**config.mk**
```make
export PLATFORM = sky130hd
export DESIGN_NAME = keypad_scanner
export DESIGN_NICKNAME = d
export VERILOG_FILES = /design/src/rtl/keypad_scanner.sv
export SDC_FILE = /design/constraint.sdc
export NUM_CORES = 1
export LEC_CHECK = 0
export BUFFER_PORTS_ARGS = -buffer_cell sky130_fd_sc_hd__buf_2
export CORE_ASPECT_RATIO = 0.9
export CORE_UTILIZATION = 45
export DETAILED_ROUTE_END_ITERATION = 10
export GPL_ROUTABILITY_DRIVEN = 0
export SLEW_MARGIN = 15
export SYNTH_ARGS = -nofsm -noshare
export SYNTH_HDL_FRONTEND = slang
export SYNTH_SLANG_ARGS = --single-unit
```
**constraint.sdc**
```tcl
create_clock -name clk -period 6.3 [get_ports clk]
set_input_delay 1.26 -clock clk [delete_from_list [all_inputs] [get_ports clk]]
set_output_delay 1.26 -clock clk [all_outputs]
set_load 0.01 [all_outputs]
```
**src/rtl/keypad_scanner.sv**
```systemverilog
// 4x4 matrix keypad scanner with frame-level debounce.
// Drives one column low at a time, samples the rows, and reports a single accepted key.
module keypad_scanner #(
   parameter int unsigned SCAN_CYCLES    = 100000,
   parameter int unsigned DEBOUNCE_SCANS = 4
) (
   input  logic       clk,
   input  logic       reset,
   input  logic [3:0] row,
   output logic [3:0] col,
   output logic [3:0] key_code,
   output logic       key_valid,
   output logic       key_press
);

   localparam int unsigned DW = (SCAN_CYCLES > 1) ? $clog2(SCAN_CYCLES) : 1;
   localparam int unsigned CW = $clog2(DEBOUNCE_SCANS + 1);
   localparam logic [DW-1:0] DWELL_LAST = DW'(SCAN_CYCLES - 1);
   localparam logic [CW-1:0] DEB_MAX    = CW'(DEBOUNCE_SCANS);

   typedef enum logic [1:0] {
      RES_NONE  = 2'd0,
      RES_KEY   = 2'd1,
      RES_MULTI = 2'd2
   } res_kind_e;

   typedef struct packed {
      res_kind_e  kind;
      logic [3:0] code;
   } frame_res_t;

   logic [3:0]       row_m;
   logic [3:0]       row_s;
   logic [1:0]       col_idx;
   logic [1:0]       col_idx_nxt_c;
   logic [DW-1:0]    dwell_cnt;
   logic [3:0][3:0]  samp;
   logic             dwell_last_c;
   logic             frame_end_c;
   logic [15:0]      bits_c;
   logic [1:0]       hits_c;
   logic [3:0]       code_c;
   frame_res_t       res_c;
   frame_res_t       cand;
   logic [CW-1:0]    deb_cnt;
   logic [CW-1:0]    deb_nxt_c;
   logic             differs_c;
   logic             accept_q;

   // Legend of the key at bit index col*4 + row.
   function automatic logic [3:0] key_lut(input logic [3:0] idx);
      logic [3:0] k;
      case (idx)
         4'd0:  k = 4'h1;
         4'd1:  k = 4'h4;
         4'd2:  k = 4'h7;
         4'd3:  k = 4'h0;
         4'd4:  k = 4'h2;
         4'd5:  k = 4'h5;
         4'd6:  k = 4'h8;
         4'd7:  k = 4'hF;
         4'd8:  k = 4'h3;
         4'd9:  k = 4'h6;
         4'd10: k = 4'h9;
         4'd11: k = 4'hE;
         4'd12: k = 4'hA;
         4'd13: k = 4'hB;
         4'd14: k = 4'hC;
         default: k = 4'hD;
      endcase
      return k;
   endfunction

   // Row synchronizer; resets to the idle (released) level.
   always_ff @(posedge clk or negedge reset) begin
      if (!reset) begin
         row_m <= '1;
         row_s <= '1;
      end else begin
         row_m <= row;
         row_s <= row_m;
      end
   end

   always_comb begin
      dwell_last_c  = (dwell_cnt == DWELL_LAST);
      frame_end_c   = dwell_last_c && (col_idx == 2'd3);
      col_idx_nxt_c = col_idx + 2'd1;
   end

   // Column scan and per-column row capture.
   always_ff @(posedge clk or negedge reset) begin
      if (!reset) begin
         col_idx   <= '0;
         dwell_cnt <= '0;
         col       <= 4'b1110;
         samp      <= '0;
      end else if (dwell_last_c) begin
         samp[col_idx] <= ~row_s;
         col_idx       <= col_idx_nxt_c;
         dwell_cnt     <= '0;
         col           <= ~(4'b0001 << col_idx_nxt_c);
      end else begin
         dwell_cnt <= dwell_cnt + DW'(1);
      end
   end

   // Frame classification; column 3 is taken live as it is being stored.
   always_comb begin
      bits_c = {~row_s, samp[2], samp[1], samp[0]};
      hits_c = '0;
      code_c = '0;
      for (int i = 0; i < 16; i++) begin
         if (bits_c[i]) begin
            if (hits_c == 2'd0) code_c = key_lut(4'(i));
            if (hits_c != 2'd2) hits_c = hits_c + 2'd1;
         end
      end
      res_c = '{kind: RES_NONE, code: 4'h0};
      if (hits_c == 2'd1)      res_c = '{kind: RES_KEY, code: code_c};
      else if (hits_c == 2'd2) res_c = '{kind: RES_MULTI, code: 4'h0};
   end

   always_comb begin
      if (res_c == cand)
         deb_nxt_c = (deb_cnt == DEB_MAX) ? deb_cnt : deb_cnt + CW'(1);
      else
         deb_nxt_c = CW'(1);
      if (res_c.kind == RES_KEY)
         differs_c = !key_valid || (res_c.code != key_code);
      else
         differs_c = key_valid;
   end

   // Debounce: count consecutive identical frame results.
   always_ff @(posedge clk or negedge reset) begin
      if (!reset) begin
         cand     <= '{kind: RES_NONE, code: 4'h0};
         deb_cnt  <= '0;
         accept_q <= 1'b0;
      end else begin
         accept_q <= frame_end_c && (deb_nxt_c == DEB_MAX) && differs_c;
         if (frame_end_c) begin
            cand    <= res_c;
            deb_cnt <= deb_nxt_c;
         end
      end
   end

   // Accepted-key outputs; ghosted frames count as release.
   always_ff @(posedge clk or negedge reset) begin
      if (!reset) begin
         key_code  <= '0;
         key_valid <= 1'b0;
         key_press <= 1'b0;
      end else begin
         key_press <= 1'b0;
         if (accept_q) begin
            if (cand.kind == RES_KEY) begin
               key_code  <= cand.code;
               key_valid <= 1'b1;
               key_press <= 1'b1;
            end else begin
               key_valid <= 1'b0;
            end
         end
      end
   end

endmodule

```
==> metrics <==
status finished, violations left; failing checks setup timing; post-DR wirelength/cell 16.6 µm; final non-filler cell total roughly 900; largest net degree at the start of global routing 60; Synthesis Warnings 0; Clock Tree Buf Depth 2; H-tree Lvls 3; Post-route DRC 0; sequential fraction of the synthesis area 0.293; IO Count 16; core footprint 0.0109 mm²; cell count after synthesis between 600 and 700; Tcrit/Tclk final 1.03; asr flop ratio synth 1.00; DP Wirelength between 10000 and 15000 µm; worst hold path class reg -> reg; Buffers on Ports 15; 1st-iter DRT viols between 400 and 500; Sink Count 59; diodes inserted 0; max_cap viols 0; CP Data Arrival Time around 6.7 ns; Routed Antenna Nets 0; Critical Path RT 6.50 ns; power per cell area around 140 mW/mm²; clock skew ~0.0063 ns; Overall Global Routing Usage 0.261; crit path kind reg -> reg; maximum VDD drop around 0.13 mV; CP Max Fanout 6; Largest stage delay, worst path 0.57 ns; Setup crit end kind flop; Row Count 36; Worst-Skew Late Latency 0.34 ns; Final Worst Setup Slack -0.188 ns; Final setup violation count 4; minimum clock period around 6.5 ns; area grow syn2layout 41.5%; Final Hold Viols 0; dpl ws -0.385 ns; vias in the first global route a little over 5000; initial antenna violation count 0; Synth Area per Inst roughly 8.3 µm²; vias per cell slightly below 6; die height slightly above 100 µm; Pleak about 3 nW; Routed WL about 15000 µm; CTS Buf Count 9; initial core utilization 0.467; Die ar. 0.0117 mm²; DRT Pass-1 Iters 5; Post-synth top flop dfrtp_1; Mapped Area approximately 0.0051 mm²; actual slew at the worst max-slew pin around 0.84 ns; Slew HR 0.440; Nets 766; share of layout cells above drive strength 1 0.387; Clock Pin Slew Worst Setup and Hold Paths around 0.050 ns; Syn Nets around 630; Max Fclk 154 MHz; slowest CP cell or4b_4; CP most frequent cell buf_4; RSZ-0062 raised after global routing yes; clock root buffer master clkbuf_16; Post-synth EDFFs 0; Slew Limit Fails 0; #FFs+latches synth 59; Placed Cells 858; Die Wd 114 µm; CTS tree done; Worst setup SP type flop; first-pass GRT wire length 24500 µm; Vias 5361; Sum Neg Setup Slack -0.629 ns; CTS Hold Bufs 0; post-synth cell types between 90 and 100; total gr overflow 0
-- metrics by stage --
stage / utilization / area [µm²] / total power (W) / hold WS, ns
after detailed placement: 0.557 / 6070 / 0.000489 / 0.347
after global placement: 0.557 / 6070 / 0.000489 / 0.347
after floorplan: - / 5090 / 0.000445 / 0.345
after CTS: 0.636 / 6930 / 0.00104 / 0.354
after global routing: 0.661 / 7200 / 0.00107 / 0.358
final: 0.661 / 7200 / 0.00104 / 0.354
-- power breakdown --
group | total, W | switching [W] | leakage [nW] | internal, W
clock | 0.000526 | 0.000169 | 0.157 | 0.000357
combinational | 0.000119 | 0.0000612 | 2.03 | 0.0000576
sequential | 0.000391 | 0.00000670 | 0.772 | 0.000385
total | 0.00104 | 0.000237 | 2.96 | 0.000799
-- synthesized netlist by cell type, types with 3 or more instances --
cell       count  share of area
o21ai_1       11          0.011
a311o_1        3         0.0059
dfrtp_1       48           0.24
a21o_1         4         0.0059
and3_1         5         0.0061
a32oi_1        6          0.010
o21ai_0       32          0.031
inv_1         25          0.018
a22oi_1        4         0.0059
xnor2_1       17          0.029
nand2_1       58          0.043
a21oi_1       32          0.031
or4_1          5         0.0074
nor4b_1        3         0.0052
nand2b_1       3         0.0037
a211oi_1      12          0.018
buf_2          8         0.0079
nor4_1         6         0.0074
o22ai_1        3         0.0037
o31a_1         3         0.0052
nand4_1       14          0.017
clkbuf_1      23          0.017
ha_1          13          0.032
mux2_2         5          0.011
a31oi_1        8         0.0098
nor2_1        59          0.043
a211o_1        8          0.014
and2_1        14          0.017
a311oi_1       5         0.0086
o21ai_2        3         0.0052
o211ai_1       8          0.012
dfstp_2       11          0.057
a2bb2oi_1      4         0.0069
xor2_1        10          0.017
nand3_1       22          0.022
nor3_1        19          0.019
xnor2_2        3         0.0096
o31ai_1        7          0.010
o211a_1        3         0.0059
o21a_1         7          0.010
or3_1          5         0.0061
-- cell type report --
cell class	instances	area (µm²)
fill	880	3700
timing repair buffer	158	1190
multi-input combinational	493	3910
inverter	26	97.6
sequential	59	1490
clock inverter	4	73.8
clock buffer	12	246
tap	152	190
-- worst paths after layout --
kind	start	end	slack (ns)	cells after the start
min reg2reg	row_m[0]	row_s[0]	0.35	0
min in group asynchronous	reset	key_code[3]	1.07	2
max reg2reg	bits_c[1]	deb_cnt[0]	-0.19	28
max	bits_c[1]	deb_cnt[0]	-0.19	28
max in group asynchronous	reset	bits_c[10]	4.74	2
min	row_m[0]	row_s[0]	0.35	0
-- logic make-up after synthesis --
kind of cell	Yosys count	synth area share
AO/OA/AOI/OAI	210	0.319
flip-flops	59	0.293
adder cells (fa/ha/maj)	13	0.0319
XOR/XNOR	32	0.0646
buffers and inverters	58	0.0462
multiplexers	7	0.0150
AND/OR/NAND/NOR	231	0.231
-- metal layers --
metal | vias up | share of wire | global-route usage
met5 | - | 0 | 0
met4 | 0 | 0.015 | 0.0689
met3 | 27 | 0.054 | 0.0576
met2 | 166 | 0.47 | 0.423
met1 | 2585 | 0.46 | 0.354
li1 | 2583 | - | -
-- registers in the layout, summed over array words and instances (netlist names), 3 cells and up --
signal     count
cand           6
dwell_cnt     17
col            4
key_code       4
row_m          4
bits_c        12
deb_cnt        3
row_s          4
-- what timing repair did --
action | 4_1_cts | 5_1_grt
hold endpoints to repair | 0 | 0
setup endpoints to repair | 4 | 6
pin swaps | 27 | 29
setup buffers | 20 | 11
gates resized for setup | 64 | 39
-- cell usage in the layout (no fill, tap or decap), types with 4 or more instances in the layout --
cell,synthesis,layout
xnor2_1,17,15
dfstp_2,11,11
a211o_1,8,8
nor3_1,19,16
a21oi_1,32,26
o21ai_2,3,6
dfrtp_1,48,48
xor2_1,10,10
clkbuf_16,0,9
ha_1,13,10
mux2_2,5,5
buf_2,8,15
a21oi_2,1,5
a21o_1,4,4
buf_4,0,133
a311oi_2,1,5
a32oi_2,1,4
a211oi_1,12,5
a211oi_2,2,8
o21ai_0,32,30
or3_1,5,4
nand2_1,58,56
and3_1,5,5
a31oi_1,8,6
nor4_1,6,4
o21ai_1,11,7
o21ai_4,1,4
o21a_1,7,6
nand4_1,14,14
or4_1,5,4
o31ai_1,7,6
buf_6,1,9
o211ai_1,8,8
nand3_1,22,21
inv_1,25,23
and2_1,14,12
nor2_1,59,56
-- worst max-delay path: cells and delay by family (launching register included) --
kind                     cells  cell delay [ns]
buffers and inverters        7             0.99
XOR/XNOR                     2             0.29
flip-flops                   1             0.39
AND/OR/NAND/NOR              6             1.62
AO/OA/AOI/OAI               12             2.86
adder cells (fa/ha/maj)      1             0.22
No activity file was read; power rests on OpenSTA's default activity.
